### config.mk
export PLATFORM = sky130hd
export DESIGN_NAME = dcache_writeback
export DESIGN_NICKNAME = d
export VERILOG_FILES = /design/src/rtl/dcache_writeback.sv
export SDC_FILE = /design/constraint.sdc
export NUM_CORES = 1
export LEC_CHECK = 0
export BUFFER_PORTS_ARGS = -buffer_cell sky130_fd_sc_hd__buf_2
export CORE_AREA = 2 2 252 254
export CTS_CLUSTER_DIAMETER = 40
export DETAILED_ROUTE_END_ITERATION = 10
export DIE_AREA = 0 0 254 256
export SYNTH_ARGS = -nofsm -noshare
export SYNTH_HDL_FRONTEND = slang
export SYNTH_SLANG_ARGS = --single-unit
### constraint.sdc
create_clock -name clk -period 27 [get_ports clk]
set_input_delay 8.1 -clock clk [delete_from_list [all_inputs] [get_ports clk]]
set_output_delay 8.1 -clock clk [all_outputs]
set_load 0.05 [all_outputs]
### src/rtl/dcache_writeback.sv
// Data-cache write-back engine: drains one evicted dirty line to memory
// as a single AXI4 INCR write burst and reports the write response.
module dcache_writeback #(
    parameter int         INDEX_SIZE    = 6,
    parameter int         WORD_OFF_SIZE = 4,
    parameter int         TAG_SIZE      = 20,
    parameter logic [3:0] AXI_ID        = 4'd1
) (
    input  logic                              clk,
    input  logic                              resetn,

    input  logic                              wb_req,
    output logic                              wb_ready,
    input  logic [TAG_SIZE-1:0]               wb_tag,
    input  logic [INDEX_SIZE-1:0]             wb_index,
    input  logic [(32<<WORD_OFF_SIZE)-1:0]    wb_line,
    output logic                              wb_done,
    output logic                              wb_err,

    output logic [3:0]                        awid,
    output logic [31:0]                       awaddr,
    output logic [7:0]                        awlen,
    output logic [2:0]                        awsize,
    output logic [1:0]                        awburst,
    output logic                              awvalid,
    input  logic                              awready,

    output logic [31:0]                       wdata,
    output logic [3:0]                        wstrb,
    output logic                              wlast,
    output logic                              wvalid,
    input  logic                              wready,

    input  logic [3:0]                        bid,
    input  logic [1:0]                        bresp,
    input  logic                              bvalid,
    output logic                              bready
);

    localparam int BEATS     = 1 << WORD_OFF_SIZE;
    localparam int LINE_BITS = 32 * BEATS;
    localparam int OFF_BITS  = WORD_OFF_SIZE + 2;

    localparam logic [2:0] IDLE = 3'd0;
    localparam logic [2:0] AW   = 3'd1;
    localparam logic [2:0] W    = 3'd2;
    localparam logic [2:0] B    = 3'd3;
    localparam logic [2:0] DONE = 3'd4;

    logic [2:0]               state;
    logic [2:0]               state_next;
    logic [WORD_OFF_SIZE-1:0] cnt;
    logic [LINE_BITS-1:0]     line;
    logic [31:0]              addr;
    logic                     err;

    logic accept;
    logic aw_hs;
    logic w_hs;
    logic last_hs;
    logic b_hs;

    assign accept  = (state == IDLE) && wb_req;
    assign aw_hs   = awvalid && awready;
    assign w_hs    = wvalid && wready;
    assign last_hs = w_hs && (cnt == '1);
    assign b_hs    = bready && bvalid;

    always_comb begin
        state_next = state;
        unique case (state)
            IDLE: if (accept)  state_next = AW;
            AW:   if (aw_hs)   state_next = W;
            W:    if (last_hs) state_next = B;
            B:    if (b_hs)    state_next = DONE;
            DONE:              state_next = IDLE;
            default:           state_next = IDLE;
        endcase
    end

    always_ff @(posedge clk) begin
        if (!resetn) begin
            state <= IDLE;
            cnt   <= '0;
            err   <= 1'b0;
        end else begin
            state <= state_next;
            if (aw_hs) begin
                cnt <= '0;
            end else if (w_hs) begin
                cnt <= cnt + 1'b1;
            end
            if (b_hs) begin
                err <= bresp[1];
            end
        end
    end

    // Line and address are snapshots; the controller may reuse its
    // victim buffer as soon as the request is accepted.
    always_ff @(posedge clk) begin
        if (accept) begin
            line <= wb_line;
            addr <= {wb_tag, wb_index, {OFF_BITS{1'b0}}};
        end
    end

    assign wb_ready = (state == IDLE);
    assign wb_done  = (state == DONE);
    assign wb_err   = err;

    assign awid    = AXI_ID;
    assign awaddr  = addr;
    assign awlen   = 8'(BEATS - 1);
    assign awsize  = 3'b010;
    assign awburst = 2'b01;
    assign awvalid = (state == AW);

    assign wdata  = line[{cnt, 5'b0} +: 32];
    assign wstrb  = 4'hF;
    assign wlast  = (state == W) && (cnt == '1);
    assign wvalid = (state == W);

    assign bready = (state == B);

    // Response id and the OKAY/EXOKAY distinction carry no meaning here.
    logic unused_inputs;
    assign unused_inputs = ^{bid, bresp[0]};

endmodule

======== Word level (Yosys, flattened, before mapping) ========
Index checks and enable logic that the tools add are counted.
Widths: inputs -> output; s select.
storage, ports and cells
  register bits after elaboration ......... 546
  bits of input ports ..................... 550
operators by class
  add/subtract/negate cells ............... 1
  equal/unequal tests ..................... 9
  shift-type cells ........................ 1
  multiplexer cells ....................... 5
  bitwise logic cells ..................... 1
  reduce and logical (&&, ||, !) cells .... 9
operators by type and width
  kind                 count
  $shiftx 512x10->32   1
  $mux 3               4
  $pmux 3 s4           1
  $ne 2x1->1 const B   4
  $eq 3x2->1 const B   2
  $logic_and 1x1->1    6
  $add 4x1->4 const B  1
  $eq 4x4->1 const B   1
  $reduce_and 4->1     1
  $eq 3x1->1 const B   1
  $eq 3x3->1 const B   1
  $logic_not 3->1      1
  $reduce_or 2->1      1
  $not 1->1            1

======== Logic depth before layout (Yosys ltp) ========
  depth after elaboration ................. 5
  gate-level depth with buffers ........... 7

======== Worst setup path before layout ========
OpenSTA, ideal clock, no wires.
  path type ............................... input port to flip-flop
  start ................................... input port wb_req
  end ..................................... register addr[10], in the netlist awaddr[10], enable pin
  setup time .............................. 966 ps
  data arrival time ....................... 20171 ps
  required time ........................... 26034 ps
  path slack .............................. 5863 ps
  cell stages on the path ................. 1
  path buffers ............................ 0
  cell sequence ........................... and2_1
on the way
  word-level cells in the longest chain between the ends .. 1
ends and longest elaborated chain
  what                  line  RTL
  from (decl)           12    input logic wb_req,
  $logic_and 1x1->1     63    assign accept = (state == IDLE) && wb_req;
  to (signal assigned)  104   addr <= {wb_tag, wb_index, {OFF_BITS{1'b0}}};
  to (decl)             54    logic [31:0] addr;
No other way between the ends.
A chain may end at the register's enable or synchronous reset.

======== Final worst setup path ========
  start ................................... input port wb_req
  end ..................................... register line[210], enable pin
on the way
  word-level cells in the longest chain between the ends .. 1
ends and longest elaborated chain
  what                  line  RTL
  $logic_and 1x1->1     63
  via accept            57    logic accept;
  to (signal assigned)  103   line <= wb_line;
  to (decl)             53    logic [LINE_BITS-1:0] line;
The timed path passes the listed nets, and every way through them passes these cells.

==> impl_metrics.csv <==
group,metric,value,unit
logic_synthesis,postSynthRegisterBits,546,
logic_synthesis,netlist_area,0.0206,sq mm
final_layout,design_area,0.0277,sq mm
die,core,0.0624,sq mm
setup_path,path_max_fanout,87,
final_layout,multi_input_area,0.00387,sq mm
placed_design,place_hpwl,38000,microns
setup_path,worstPathCellList,"buf_2 > and2_4 > buf_4 > buf_4 > buf_4 > buf_4",
detailed_routing,drtPass1Iterations,4,
pwr,power,2.39,mW
sta,finalHoldViolCount,0,
logic_synthesis,yosys_warnings,0,
clocking,clk_pin_slew_worst_paths,0.05,ns
status,status,"finished, final reports clean",
final_layout,regArea,0.0163,sq mm
detailed_routing,detail-route-antenna-nets,0,
setup_path,end_kind,"flip-flop",
global_route,grt_pass1_vias,12642,
clocking,cts_tree,"yes",
setup_path,crit_cells,6,
final_layout,syn_to_final_growth,34.0,%
sta,fmax,81.0,MHz
clocking,clock_path_buffers,3,
flow_run,drv_cap,0,
sta,post-route-period-util,0.457,
clocking,clock_latency,0.63,ns
logic_synthesis,synth_area_leaders,"edfxtp_1 (78%), mux4_2 (11%), mux4_1 (2.9%), o22ai_1 (1.9%), buf_4 (1.2%)",
final_layout,nNetsFinal,2106,
detailed_routing,wl_per_cell,22.1,microns
setup_path,cp_num_buf_inv,5,
logic_synthesis,syn_inst,891,
final_layout,nFillCells,5483,
clocking,clkSinkCount,546,
setup_path,reg2reg_slack,21.52,ns
final_layout,drive_above_1_share,0.545,
setup_path,cp_slowest_cell,"buf_4",
logic_synthesis,syn_area_per_cell,23.2,sq um
placed_design,pre_cts_ws,13.94,ns
clocking,cts_root_buffer,"clkbuf_16",
global_route,grt_use_total,0.166,
min_path,hp-class,"reg -> reg",
detailed_routing,drc,0,
setup_path,cp_common_cell,"buf_4",
sta,tns,0,ns
die,num_rows,92,
sta,grt_setup_unrepaired,"no",
detailed_routing,dr_total_vias,11553,
setup_path,critical_path_class,"in -> reg",
global_route,grt_antenna_before_repair,24,
pwr,power.leakage,10.2,nW
setup_path,crit_family,"buffers and inverters",
sta,holdWs,0.540,ns
global_route,overflow,0,
logic_synthesis,ys_seq_area_frac,0.790,
global_route,grt_max_degree,92,
clocking,holdBufCountCts,0,
setup_path,crit_arrival,12.56,ns
clocking,post_cts_buffers,0,
sta,slew_violations,0,
placed_design,placed_cell_area,0.0244,sq mm
clocking,cts_made_buffers,88,
logic_synthesis,synth_cell_types,37,
setup_path,reg2regPathDepth,6,
global_route,grt_pass1_wl,78800,microns
sta,tightest_slew,1.17,ns
sta,fin_crit,12.34,ns
die,pin_count,642,
sta,timing.max_slew.rel_slack,0.218,
die,chipHeight,256,microns
placed_design,gp_congestion,0.795,
die,die-area,0.0650,sq mm
sta,skew,0.0336,ns
sta,finalSetupViolations,0,
clocking,cts_resized,0,
setup_path,required,27.21,ns
setup_path,max_stage_delay,0.95,ns
placed_design,portBuffers,609,
detailed_routing,drt_iter0_markers,673,
logic_synthesis,synth_top_area_frac,0.783,
setup_path,critical_path.startpoint_type,"primary input",
die,die_w,254,microns
pwr,power.density,86.5,mW/mm^2
die,initial_utilization,0.331,
sta,finalWorstSetupSlack,14.66,ns
detailed_routing,detail_route.vias_per_cell,4.65,
clocking,cts-htree-levels,3,
min_path,whs_path_depth,2,
logic_synthesis,yosys.area.top_type,"edfxtp_1",
pwr,ir_drop,0.0000605,V
detailed_routing,wl,54900,microns
stage by stage:
step / utilization / std cells
5_1_grt: 0.443 / 2484
2_1_floorplan: - / 916
6_report: 0.443 / 2486
4_1_cts: 0.443 / 2476
3_3_place_gp: 0.391 / 2311
3_5_place_dp: 0.391 / 2311
final cells by class:
| type | instances | share of cell area |
|---|---|---|
| Sequential cell | 546 | 0.590 |
| Inverter | 2 | 0.000271 |
| Tap cell | 846 | 0.0383 |
| Timing Repair Buffer | 622 | 0.114 |
| Clock buffer | 96 | 0.0807 |
| Multi-Input combinational cell | 295 | 0.140 |
| Antenna cell | 10 | 0.000905 |
| Clock inverter | 69 | 0.0356 |
synth_stat cells:
| cell | n |
|---|---|
| a21boi_0 | 1 |
| a21o_1 | 1 |
| a21oi_1 | 3 |
| a221oi_1 | 1 |
| a31oi_1 | 1 |
| and2_1 | 1 |
| and3_1 | 1 |
| and4_1 | 1 |
| and4bb_2 | 1 |
| buf_12 | 6 |
| buf_2 | 17 |
| buf_4 | 32 |
| buf_6 | 5 |
| clkbuf_1 | 13 |
| conb_1 | 2 |
| dfxtp_1 | 8 |
| edfxtp_1 | 538 |
| ha_1 | 1 |
| inv_1 | 2 |
| mux2i_1 | 1 |
| mux4_1 | 23 |
| mux4_2 | 105 |
| nand2_1 | 5 |
| nand2b_1 | 5 |
| nand3_1 | 1 |
| nand4_1 | 1 |
| nand4b_1 | 1 |
| nand4bb_1 | 1 |
| nor2_1 | 38 |
| nor2b_1 | 1 |
| nor3_1 | 2 |
| nor3b_1 | 1 |
| o21ai_0 | 3 |
| o22ai_1 | 64 |
| or2_2 | 1 |
| or3_1 | 2 |
| xnor2_1 | 1 |
worst min-delay path, stage by stage, from the launching register on:
cell	delay (ns)
dfxtp_1	0.31
mux2i_1	0.13
nor2b_1	0.06
power by group:
group | total (mW) | internal (mW) | leakage (nW) | switching, mW
Sequential | 1.04 | 1.02 | 5.18 | 0.0180
Combinational | 0.163 | 0.0606 | 3.53 | 0.102
Clock | 1.19 | 0.753 | 1.52 | 0.438
Total | 2.39 | 1.83 | 10.2 | 0.558
cell families (layout without fill, tap and decap cells):
logic type,Yosys count,after routing,share of synthesized area
multiplexers,129,129,0.144
flip-flops,546,546,0.790
AND/OR/NAND/NOR,63,63,0.0145
XOR/XNOR,1,1,0.000424
AO/OA/AOI/OAI,74,74,0.0223
buffers and inverters,75,789,0.0270
other,2,37,0.000364
adder cells (fa/ha/maj),1,1,0.000606
worst paths after layout:
kind                                            start                  end
worst max-delay path                           wb_req  line[210]$_DFFE_PP_
worst max register to register  state[0]$_SDFFE_PN0P_  line[210]$_DFFE_PP_
worst min-delay path              wb_err$_SDFFE_PN0P_  wb_err$_SDFFE_PN0P_
worst min register to register    wb_err$_SDFFE_PN0P_  wb_err$_SDFFE_PN0P_
sequential cells by signal, indices dropped and copies added, names as in the netlist:
signal and flops:
awaddr 26, wb_err 1, cnt 4, state 3
line 512
cells in the final DEF (no fill, tap or decap), types with 2 or more instances in the layout:
cell type / count
buf_4: 13
clkinv_1: 4
clkbuf_16: 88
bufinv_16: 14
clkinv_4: 9
o22ai_1: 64
nand2b_1: 3
dfxtp_1: 5
nor2_1: 38
buf_2: 609
clkinvlp_4: 12
inv_1: 2
mux4_2: 105
nand2_1: 4
or3_1: 2
inv_6: 14
conb_1: 27
dfxtp_4: 3
clkinv_2: 5
diode_2: 10
clkinv_16: 5
inv_8: 4
nand2b_2: 2
mux4_1: 23
edfxtp_1: 538
nor3_1: 2
clkbuf_1: 8
a21oi_1: 3
o21ai_0: 3
per-layer routing:
metal,vias to the layer above,GRT usage,routed length [microns]
met5,-,0,146
met1,5815,0.178,19200
met3,123,0.0574,4880
met4,24,0.0601,1480
met2,483,0.299,29200
li1,5108,-,-
(Power assumes the default switching activity.)
